===== config.mk =====
export PLATFORM = sky130hd
export DESIGN_NAME = frame_anim_ctrl_flat
export DESIGN_NICKNAME = d
export VERILOG_FILES = /design/src/rtl/frame_anim_ctrl_pkg.sv /design/src/rtl/frame_anim_ctrl_if.sv /design/src/rtl/frame_anim_ctrl_ui_debounce.sv /design/src/rtl/frame_anim_ctrl.sv /design/src/flat_wrapper.sv
export SDC_FILE = /design/constraint.sdc
export NUM_CORES = 1
export LEC_CHECK = 0
export ABC_AREA = 1
export BUFFER_PORTS_ARGS = -buffer_cell sky130_fd_sc_hd__buf_4
export CORE_ASPECT_RATIO = 1.75
export CORE_MARGIN = 10
export CORE_UTILIZATION = 55
export DETAILED_ROUTE_END_ITERATION = 10
export GPL_ROUTABILITY_DRIVEN = 0
export MAX_ROUTING_LAYER = met4
export PLACE_DENSITY_LB_ADDON = 0.12
export SLEW_MARGIN = 20
export SYNTH_ARGS = -nofsm -noshare
export SYNTH_HDL_FRONTEND = slang
export SYNTH_HIERARCHICAL = 1
export SYNTH_SLANG_ARGS = --single-unit

===== constraint.sdc =====
create_clock -name clk -period 4.9 [get_ports clk]
set_input_delay 0.98 -clock clk [delete_from_list [all_inputs] [get_ports clk]]
set_output_delay 0.98 -clock clk [all_outputs]
set_load 0.05 [all_outputs]

===== src/rtl/frame_anim_ctrl_pkg.sv =====
// Shared definitions for the frame animation controller: FSM encoding, switch bit map
// and the wrap-around scroll step used by the top level.
package frame_anim_ctrl_pkg;

  typedef enum logic [1:0] {
    ST_INIT  = 2'd0,
    ST_RUN   = 2'd1,
    ST_PAUSE = 2'd2
  } anim_state_t;

  localparam int UI_SPEED_LSB = 0;
  localparam int UI_SPEED_MSB = 3;
  localparam int UI_DIR       = 4;
  localparam int UI_PAUSE     = 5;
  localparam int UI_STEP      = 6;
  localparam int UI_W         = 7;

  // Scene is 10 bars x 40 px, so one full scroll cycle is 400 px.
  localparam int PERIOD_DEFAULT     = 400;
  localparam int DEB_FRAMES_DEFAULT = 2;

  // Accepted word after reset: speed=4, forward, running, no step.
  localparam logic [UI_W-1:0] UI_RESET_WORD = 7'b000_0100;

  // One scroll step with exact wrap; x is always below period on entry.
  function automatic logic [9:0] wrap_step(input logic [9:0]  x,
                                           input logic [3:0]  s,
                                           input logic        rev,
                                           input logic [10:0] period);
    logic [10:0] xs;
    logic [10:0] ss;
    logic [10:0] t;
    xs = {1'b0, x};
    ss = {7'b0, s};
    if (rev) begin
      t = (xs < ss) ? (xs + period - ss) : (xs - ss);
    end else begin
      t = xs + ss;
      if (t >= period) t = t - period;
    end
    return t[9:0];
  endfunction

endpackage


===== src/rtl/frame_anim_ctrl_if.sv =====
// Control/status bundle between the animation controller and its environment.
interface frame_anim_ctrl_if;
  logic       vsync_in;
  logic [7:0] ui_in;
  logic       frame_tick;
  logic [9:0] x_offset;
  logic       started;
  logic       paused;
  logic [3:0] speed_eff;

  modport master (
    output vsync_in, ui_in,
    input  frame_tick, x_offset, started, paused, speed_eff
  );

  modport slave (
    input  vsync_in, ui_in,
    output frame_tick, x_offset, started, paused, speed_eff
  );
endinterface


===== src/rtl/frame_anim_ctrl_ui_debounce.sv =====
// Switch conditioning: 2-flop synchroniser, frame-rate debounce of the whole word and
// rising-edge detection of the accepted step bit.
module frame_anim_ctrl_ui_debounce
  import frame_anim_ctrl_pkg::*;
#(
  parameter int DEB_FRAMES = DEB_FRAMES_DEFAULT
) (
  input  logic            clk,
  input  logic            rst_n,
  input  logic [UI_W-1:0] ui_raw,
  input  logic            frame_tick,
  input  logic            step_clr,
  output logic [UI_W-1:0] word_now,
  output logic            step_pulse
);

  localparam logic [2:0] DEB_MAX = 3'(DEB_FRAMES);

  logic [UI_W-1:0] sync_word;

  for (genvar gi = 0; gi < UI_W; gi++) begin : g_sync
    logic s1_reg;
    logic s2_reg;
    always_ff @(posedge clk or negedge rst_n) begin
      if (!rst_n) begin
        s1_reg <= 1'b0;
        s2_reg <= 1'b0;
      end else begin
        s1_reg <= ui_raw[gi];
        s2_reg <= s1_reg;
      end
    end
    assign sync_word[gi] = s2_reg;
  end

  logic [UI_W-1:0] cand_reg;
  logic [UI_W-1:0] acc_reg;
  logic [2:0]      cnt_reg;
  logic            step_pulse_reg;
  logic [2:0]      cnt_next;
  logic            accept;
  logic            step_rise;

  assign cnt_next  = (sync_word != cand_reg) ? 3'd1 :
                     (cnt_reg == DEB_MAX)    ? cnt_reg : cnt_reg + 3'd1;
  assign accept    = frame_tick & (cnt_next == DEB_MAX);
  assign step_rise = accept & sync_word[UI_STEP] & ~acc_reg[UI_STEP];

  // The FSM acts on a word on the very tick it becomes accepted.
  assign word_now   = accept ? sync_word : acc_reg;
  assign step_pulse = step_pulse_reg;

  always_ff @(posedge clk or negedge rst_n) begin
    if (!rst_n) begin
      cand_reg       <= '0;
      cnt_reg        <= '0;
      acc_reg        <= UI_RESET_WORD;
      step_pulse_reg <= 1'b0;
    end else if (frame_tick) begin
      cand_reg <= sync_word;
      cnt_reg  <= cnt_next;
      if (accept) acc_reg <= sync_word;
      // A clear from the FSM beats a simultaneous new edge: a step seen in RUN is dropped.
      if (step_clr)       step_pulse_reg <= 1'b0;
      else if (step_rise) step_pulse_reg <= 1'b1;
    end
  end

endmodule


===== src/rtl/frame_anim_ctrl.sv =====
// Per-frame animation controller: vsync edge to frame tick, INIT/RUN/PAUSE FSM with
// single-frame step, and the wrapping x_offset scroll position.
module frame_anim_ctrl
  import frame_anim_ctrl_pkg::*;
#(
  parameter int PERIOD     = PERIOD_DEFAULT,
  parameter int DEB_FRAMES = DEB_FRAMES_DEFAULT
) (
  input  logic           clk,
  input  logic           rst_n,
  frame_anim_ctrl_if.slave bus
);

  logic vsync_d_reg;
  logic armed_reg;
  logic frame_tick_reg;
  logic rise;

  // armed_reg blocks a tick when vsync is already high as reset is released.
  assign rise = bus.vsync_in & ~vsync_d_reg & armed_reg;

  always_ff @(posedge clk or negedge rst_n) begin
    if (!rst_n) begin
      vsync_d_reg    <= 1'b0;
      armed_reg      <= 1'b0;
      frame_tick_reg <= 1'b0;
    end else begin
      vsync_d_reg    <= bus.vsync_in;
      armed_reg      <= armed_reg | ~bus.vsync_in;
      frame_tick_reg <= rise;
    end
  end

  logic [UI_W-1:0] ui_word;
  logic            step_pulse;
  logic            step_clr;
  logic            unused_ui;

  assign unused_ui = bus.ui_in[7];

  frame_anim_ctrl_ui_debounce #(
    .DEB_FRAMES (DEB_FRAMES)
  ) u_debounce (
    .clk        (clk),
    .rst_n      (rst_n),
    .ui_raw     (bus.ui_in[UI_W-1:0]),
    .frame_tick (frame_tick_reg),
    .step_clr   (step_clr),
    .word_now   (ui_word),
    .step_pulse (step_pulse)
  );

  anim_state_t state_reg;
  logic [9:0]  x_reg;
  logic        started_reg;
  logic        paused_reg;
  logic [3:0]  speed_eff_reg;
  logic [3:0]  speed_now;
  logic        pause_now;
  logic [9:0]  x_next;

  assign speed_now = (ui_word[UI_SPEED_MSB:UI_SPEED_LSB] == 4'd0) ? 4'd1
                                                                  : ui_word[UI_SPEED_MSB:UI_SPEED_LSB];
  assign pause_now = ui_word[UI_PAUSE];
  assign x_next    = wrap_step(x_reg, speed_now, ui_word[UI_DIR], 11'(PERIOD));
  assign step_clr  = frame_tick_reg &
                     ((state_reg == ST_RUN) ||
                      ((state_reg == ST_PAUSE) && pause_now && step_pulse));

  always_ff @(posedge clk or negedge rst_n) begin
    if (!rst_n) begin
      state_reg     <= ST_INIT;
      x_reg         <= '0;
      started_reg   <= 1'b0;
      paused_reg    <= 1'b0;
      speed_eff_reg <= 4'd4;
    end else if (frame_tick_reg) begin
      speed_eff_reg <= speed_now;
      case (state_reg)
        ST_INIT: begin
          started_reg <= 1'b1;
          state_reg   <= pause_now ? ST_PAUSE : ST_RUN;
          paused_reg  <= pause_now;
        end
        ST_RUN: begin
          if (pause_now) begin
            state_reg  <= ST_PAUSE;
            paused_reg <= 1'b1;
          end else begin
            x_reg <= x_next;
          end
        end
        ST_PAUSE: begin
          if (!pause_now) begin
            state_reg  <= ST_RUN;
            paused_reg <= 1'b0;
          end else if (step_pulse) begin
            x_reg <= x_next;
          end
        end
        default: begin
          state_reg  <= ST_INIT;
          paused_reg <= 1'b0;
        end
      endcase
    end
  end

  assign bus.frame_tick = frame_tick_reg;
  assign bus.x_offset   = x_reg;
  assign bus.started    = started_reg;
  assign bus.paused     = paused_reg;
  assign bus.speed_eff  = speed_eff_reg;

endmodule

===== src/flat_wrapper.sv =====
// flat-port wrapper written by rule: the top's interface ports become plain ports
module frame_anim_ctrl_flat import frame_anim_ctrl_pkg::*;
#(
  parameter int PERIOD     = PERIOD_DEFAULT,
  parameter int DEB_FRAMES = DEB_FRAMES_DEFAULT
)
  (clk, rst_n, bus_vsync_in, bus_ui_in, bus_frame_tick, bus_x_offset, bus_started, bus_paused, bus_speed_eff);
  frame_anim_ctrl_if bus_i ();
  input  logic clk;
  input  logic rst_n;
  input wire logic [$bits(bus_i.vsync_in)-1:0] bus_vsync_in;
  input wire logic [$bits(bus_i.ui_in)-1:0] bus_ui_in;
  output wire logic [$bits(bus_i.frame_tick)-1:0] bus_frame_tick;
  output wire logic [$bits(bus_i.x_offset)-1:0] bus_x_offset;
  output wire logic [$bits(bus_i.started)-1:0] bus_started;
  output wire logic [$bits(bus_i.paused)-1:0] bus_paused;
  output wire logic [$bits(bus_i.speed_eff)-1:0] bus_speed_eff;
  assign bus_i.vsync_in = bus_vsync_in;
  assign bus_i.ui_in = bus_ui_in;
  assign bus_frame_tick = bus_i.frame_tick;
  assign bus_x_offset = bus_i.x_offset;
  assign bus_started = bus_i.started;
  assign bus_paused = bus_i.paused;
  assign bus_speed_eff = bus_i.speed_eff;
  frame_anim_ctrl #(.PERIOD(PERIOD), .DEB_FRAMES(DEB_FRAMES)) u_core (.clk(clk), .rst_n(rst_n), .bus(bus_i));
endmodule

# Yosys cells after proc, flatten, opt, wreduce, memory -nomap -nowiden
# Index checks and enable logic that the tools add are counted.
word_totals:
  word_cells: 87
  ff_bits: 53
op_classes:
  n_addsub: 6
  n_reduce_logical: 12
  n_eq_ne: 10
  bitwise: 10
  muxes: 20
  n_lt_le_gt_ge: 2
op_table:
  columns: ["op", "count"]
  rows:
  - ["10-bit two-way mux", 6]
  - ["10-bit case mux with 2 select lines", 1]
  - ["10-bit by 4-bit subtractor with 10-bit output", 2]
  - ["10-bit by 4-bit adder with 11-bit output", 1]
  - ["11-bit by 9-bit greater-or-equal comparator with 1-bit output, second input constant", 1]
  - ["10-bit by 9-bit adder with 10-bit output, second input constant", 1]
  - ["10-bit by 4-bit less-than comparator with 1-bit output", 1]
  - ["10-bit by 9-bit subtractor with 10-bit output, second input constant", 1]
  - ["7-bit != test", 1]
  - ["1-bit bitwise AND", 6]
  - ["3-bit by 2-bit equality test with 1-bit output, second input constant", 2]
  - ["2-bit two-way mux", 3]
  - ["3-bit two-way mux", 2]
  - ["6-bit two-way mux", 1]
  - ["2-bit != test, second input constant", 3]
  - ["2-bit case mux with 3 select lines", 1]
  - ["2-bit AND reduction", 3]
  - ["5-bit AND reduction", 1]
  - ["4-bit zero test", 1]
  - ["1-bit two-way mux", 4]
  - ["4-bit two-way mux", 1]
  - ["2-bit by 1-bit != test with 1-bit output, second input constant", 2]
  - ["2-bit nonzero test", 2]
  - ["3-bit by 1-bit adder with 3-bit output, second input constant", 1]
  - ["other kinds (9)", 12]

# Depth between registers and ports, before layout
depth:
  ltp_word: 15
  ltp_mapped: 26
  mapped_depth_nobuf: 25

# Cells and area by module
# Netlist, hierarchy kept.
by_module_without_submodules:
  columns: ["module", "area_per_inst_um2", "seq_area_each_um2", "instances", "cells_each"]
  rows:
  - ["frame_anim_ctrl", 2209.6, 526.8, 1, 327]
  - ["frame_anim_ctrl_ui_debounce", 1303.8, 802.0, 1, 130]

# Worst setup path before layout
# No wires, ideal clock.
synth_timing:
  path_kind: "register -> register"
  startpoint: "register u_core.frame_tick_reg (netlist: u_core/bus.frame_tick)"
  endpoint: "register u_core.x_reg[9] (netlist: u_core/bus.x_offset[9])"
  arrival_time_ns: 3.870
  setup_time_ns: 0.078
  period_less_slack_ns: 3.947
  stages_incl_launch_ff: 23
  setup_slack_ns: 0.953
  t_required_ns: 4.822
  cell_sequence: "dfrtp_1 buf_2 inv_1 nor2_1 nand4_4 buf_6 o21ai_1 inv_1 a31o_2 ha_1 inv_1 ha_1 inv_1 fa_1 o21ai_0 nand4_1 nand2_1 nand2_1 nand3_1 nand2_1 nor2_1 nor2_1 a21oi_1"
synth_between:
  elab_chain_cells: 11
synth_lines:
  columns: ["item", "line", "rtl"]
  rows:
  - ["start: declaration", "frame_anim_ctrl.sv:16", "logic frame_tick_reg;"]
  - ["start signal: assignment", "frame_anim_ctrl.sv:30", "frame_tick_reg <= rise;"]
  - ["1-bit bitwise AND *", "frame_anim_ctrl_ui_debounce.sv:46", "assign accept = frame_tick & (cnt_next == DEB_MAX);"]
  - ["6-bit two-way mux *", "frame_anim_ctrl_ui_debounce.sv:50", "assign word_now = accept ? sync_word : acc_reg;"]
  - ["net u_core.ui_word[1]", "frame_anim_ctrl.sv:34", "logic [UI_W-1:0] ui_word;"]
  - ["4-bit zero test *", "frame_anim_ctrl.sv:62", "assign speed_now = (ui_word[UI_SPEED_MSB:UI_SPEED_LSB] == 4'd0) ? 4'd1"]
  - ["4-bit two-way mux *", "frame_anim_ctrl.sv:62", null]
  - ["net u_core.speed_now[0]", "frame_anim_ctrl.sv:58", "logic [3:0] speed_now;"]
  - ["10-bit by 4-bit adder with 11-bit output", "frame_anim_ctrl_pkg.sv:38", "t = xs + ss;"]
  - ["10-bit by 9-bit subtractor with 10-bit output or 11-bit by 9-bit greater-or-equal comparator with 1-bit output (tied branches)", "frame_anim_ctrl_pkg.sv:39", "if (t >= period) t = t - period;"]
  - ["10-bit two-way mux", "frame_anim_ctrl_pkg.sv:39", null]
  - ["10-bit two-way mux *", "frame_anim_ctrl_pkg.sv:35", "if (rev) begin"]
  - ["10-bit two-way mux", "frame_anim_ctrl.sv:97", "end else if (step_pulse) begin"]
  - ["10-bit two-way mux", "frame_anim_ctrl.sv:94", "if (!pause_now) begin"]
  - ["10-bit case mux with 2 select lines *", "frame_anim_ctrl.sv:79", "case (state_reg)"]
  - ["end signal: assignment", "frame_anim_ctrl.sv:90", "x_reg <= x_next;"]
  - ["end signal: assignment", "frame_anim_ctrl.sv:98", "x_reg <= x_next;"]
  - ["end: declaration", "frame_anim_ctrl.sv:54", "logic [9:0] x_reg;"]
# Mark *: on every way through the listed nets, which the timed path passes. The rest lies on a longest branch. The select of a mux whose other input is x is not followed.
# A chain may end at the register's enable or synchronous reset.

# Worst setup path after layout
layout_timing:
  startpoint: "register u_core.u_debounce.cnt_reg[0]"
  endpoint: "register u_core.x_reg[9] (netlist: u_core/bus.x_offset[9])"
layout_between:
  elab_chain_cells: 15
layout_lines:
  columns: ["item", "line", "rtl"]
  rows:
  - ["start: declaration", "frame_anim_ctrl_ui_debounce.sv:38", "logic [2:0] cnt_reg;"]
  - ["start signal: assignment", "frame_anim_ctrl_ui_debounce.sv:61", "cnt_reg <= cnt_next;"]
  - ["3-bit by 1-bit adder with 3-bit output or 3-bit by 2-bit equality test with 1-bit output (tied branches)", "frame_anim_ctrl_ui_debounce.sv:45", "(cnt_reg == DEB_MAX) ? cnt_reg : cnt_reg + 3'd1;"]
  - ["3-bit two-way mux *", "frame_anim_ctrl_ui_debounce.sv:45", null]
  - ["3-bit two-way mux *", "frame_anim_ctrl_ui_debounce.sv:44", "assign cnt_next = (sync_word != cand_reg) ? 3'd1 :"]
  - ["3-bit by 2-bit equality test with 1-bit output *", "frame_anim_ctrl_ui_debounce.sv:46", null]
  - ["1-bit bitwise AND *", "frame_anim_ctrl_ui_debounce.sv:46", null]
  - ["6-bit two-way mux *", "frame_anim_ctrl_ui_debounce.sv:50", null]
  - ["net u_core.ui_word[2]", "frame_anim_ctrl.sv:34", null]
  - ["4-bit zero test *", "frame_anim_ctrl.sv:62", null]
  - ["4-bit two-way mux *", "frame_anim_ctrl.sv:62", null]
  - ["net u_core.speed_now[0]", "frame_anim_ctrl.sv:58", null]
  - ["10-bit by 4-bit adder with 11-bit output", "frame_anim_ctrl_pkg.sv:38", null]
  - ["10-bit by 9-bit subtractor with 10-bit output or 11-bit by 9-bit greater-or-equal comparator with 1-bit output (tied branches)", "frame_anim_ctrl_pkg.sv:39", null]
  - ["10-bit two-way mux", "frame_anim_ctrl_pkg.sv:39", null]
  - ["10-bit two-way mux *", "frame_anim_ctrl_pkg.sv:35", null]
  - ["10-bit two-way mux", "frame_anim_ctrl.sv:97", null]
  - ["10-bit two-way mux", "frame_anim_ctrl.sv:94", null]
  - ["10-bit case mux with 2 select lines *", "frame_anim_ctrl.sv:79", null]
# Marked as above.

==> flow_summary.ini <==
[critical_path]
r2r_cells = 22
cp.arrival_ns = 4.47
r2r_slack_ns = 0.68
cp_max_fo = 12
cp-end-kind = register
path_cells = inv_1, ha_1, nand2_1, xor2_1, nand4_4, o21ai_1, inv_1, a31o_2, ha_1, inv_1, ha_1, inv_1, fa_1, o21ai_0, nand4_1, nand2_1, nand2_1, nand3_1, nand2_1, nor2_1, nor2_1, a21oi_1
worst_setup_path_start_kind = register
criticalPathCategory = register to register
worst-path-buf-inv = 4
cp.required_ns = 5.15
cpPeakStageDelay_ns = 0.44
rr_startpoint = u_core/u_debounce/cnt_reg[0]
timing.rr.end = u_core/bus.x_offset[9]
crit_family = compound AO/OA/AOI/OAI gates
cpMaxStageDelayCell = o21ai_0

[clock_network]
postCtsSetupBuffers = 0
ctsResizeCount = 0
cts_tree = yes
cts_inserted_buffers = 5
clk_pin_slew_ns = 0.11
cts-hold-fix-buffers = 0
htree_levels = 2
clock_sinks = 53
root_buffer = clkbuf_8
clock_latency_ns = 0.32
cts_buffer_depth = 2

[timing]
hold_viol = 0
timing.slew.headroom_pct = 56.5
fin_crit_ns = 4.22
slew_viol_final = 0
skew_ns = 0.0152
worst_pin_slew_ns = 0.653
max_freq_mhz = 237
period_share_pct = 86.1
tns_ns = 0
setup_viol = 0
whs_ns = 0.354
rsz0062_at_grt = no

[finish]
drive_gt1_share_pct = 16.7
final_nets = 521
area_delta_synth_final_pct = 10.8
fin_util_pct = 62.9
antenna_cells = 0
largest_reg_flops = 10

[die]
row_count = 38
core_area_sq_um = 6180
die_h_um = 126
io_pins = 28
die_w_um = 80.4
start_util_pct = 56.8
die_area_sq_um = 10100

[placed_design]
numPortBuffers = 26
place_hpwl_mm = 6.54

[drt]
drtIter0Drc = 180
dr.pass1.iters = 4
drt-total-wl_mm = 8.19
vias = 3005
drcViolationCount = 0
ant_nets = 0
post_drt_wl_per_cell_um = 14.5
via_per_inst = 5.33

[global_routing]
antenna_found_initial = 0
grt_pass1_vias = 2983
gr-total-overflow = 0
grt_max_degree = 54
grt_pass1_wl_mm = 13.4
grt_use_total_pct = 17.1

[synthesis]
syn_nets = 494
synthCells = 456
synth_area_per_cell_sq_um = 7.69
ys_warn_count = 6
synth_area_sq_um = 3510

[hold_path]
worst_hold_startpoint = u_core/u_debounce/g_sync[3].s1_reg
hold-path-endpoint = u_core/u_debounce/g_sync[3].s2_reg
hold_path_depth = 0
hp-class = register to register

[power_and_ir_drop]
power_density_nw_per_um2 = 565
ir_drop_v = 0.000366
leakage_nw = 2.00

[run_status]
run_status = complete, no violations

[run]
drv_cap = 0
[layout by cell type (no fill, tap or decap), types with 2 or more instances in the layout]
master    instances
or2_2             2
buf_4            31
o21ai_1          11
xnor2_1           3
a21oi_2           2
inv_1            54
xor2_1            7
nor2_1           37
fa_1              5
nand2_1         123
a22oi_1           2
nand3_2           6
o21ai_0          22
o21ai_2           3
nand2_2           7
nand3_1          30
a31o_2            2
nor3_1            2
ha_1             22
inv_2            11
nor2_4            2
nand4_1           5
dfstp_2           2
a31oi_1           3
nor2_2            2
a21oi_1          17
dfrtp_1          51
clkbuf_8          5
[cell type report]
type,count,area (sq um)
fillers,553,2290
multi-input cells,326,1860
flip-flops and latches,53,1330
inverters,66,248
repair buffers,31,233
well taps,80,100
clock buffers,5,68.8
clock inverters,3,43.8
[routing by layer]
metal | global-route usage (%) | vias to the layer above | share of wire, %
li1 | - | 1507 | -
met1 | 14.9 | 1407 | 36
met2 | 31.6 | 65 | 56
met3 | 2.92 | 26 | 2.9
met4 | 10.9 | 0 | 5.2
met5 | - | - | 0
[report_power, final]
part           switching [mW]  total [mW]  internal, mW  leakage (nW)
Clock                   0.150       0.303         0.153        0.0585
Combinational           0.843        1.27         0.424          1.30
Sequential              0.114       0.624         0.510         0.639
[how the worst max path moves through the flow]
stage / start / slack (ns) / cells after the start / endpoint
finish: u_core/u_debounce/cnt_reg[0] / 0.68 / 22 / u_core/bus.x_offset[9]
global route: u_core/u_debounce/cnt_reg[0] / 0.29 / 22 / u_core/bus.x_offset[9]
CTS: u_core/u_debounce/cnt_reg[0] / 0.71 / 22 / u_core/bus.x_offset[9]
detailed placement: u_core/u_debounce/cnt_reg[0] / 0.72 / 22 / u_core/bus.x_offset[9]
global placement: u_core/u_debounce/cnt_reg[0] / 0.83 / 21 / u_core/bus.x_offset[9]
floorplan: u_core/bus.frame_tick / 0.95 / 22 / u_core/bus.x_offset[9]
[per-stage QoR]
step                      total power, mW  std cells  instance area, sq um  worst slack (ns)
after floorplan                      1.57        456                  3510             0.955
after global placement               1.87        556                  3770             0.833
after detailed placement             1.89        556                  3770             0.717
after CTS                            2.20        564                  3890             0.714
after global routing                 2.37        564                  3890             0.287
final                                2.19        564                  3890             0.680
No activity file was read; power rests on OpenSTA's default activity.
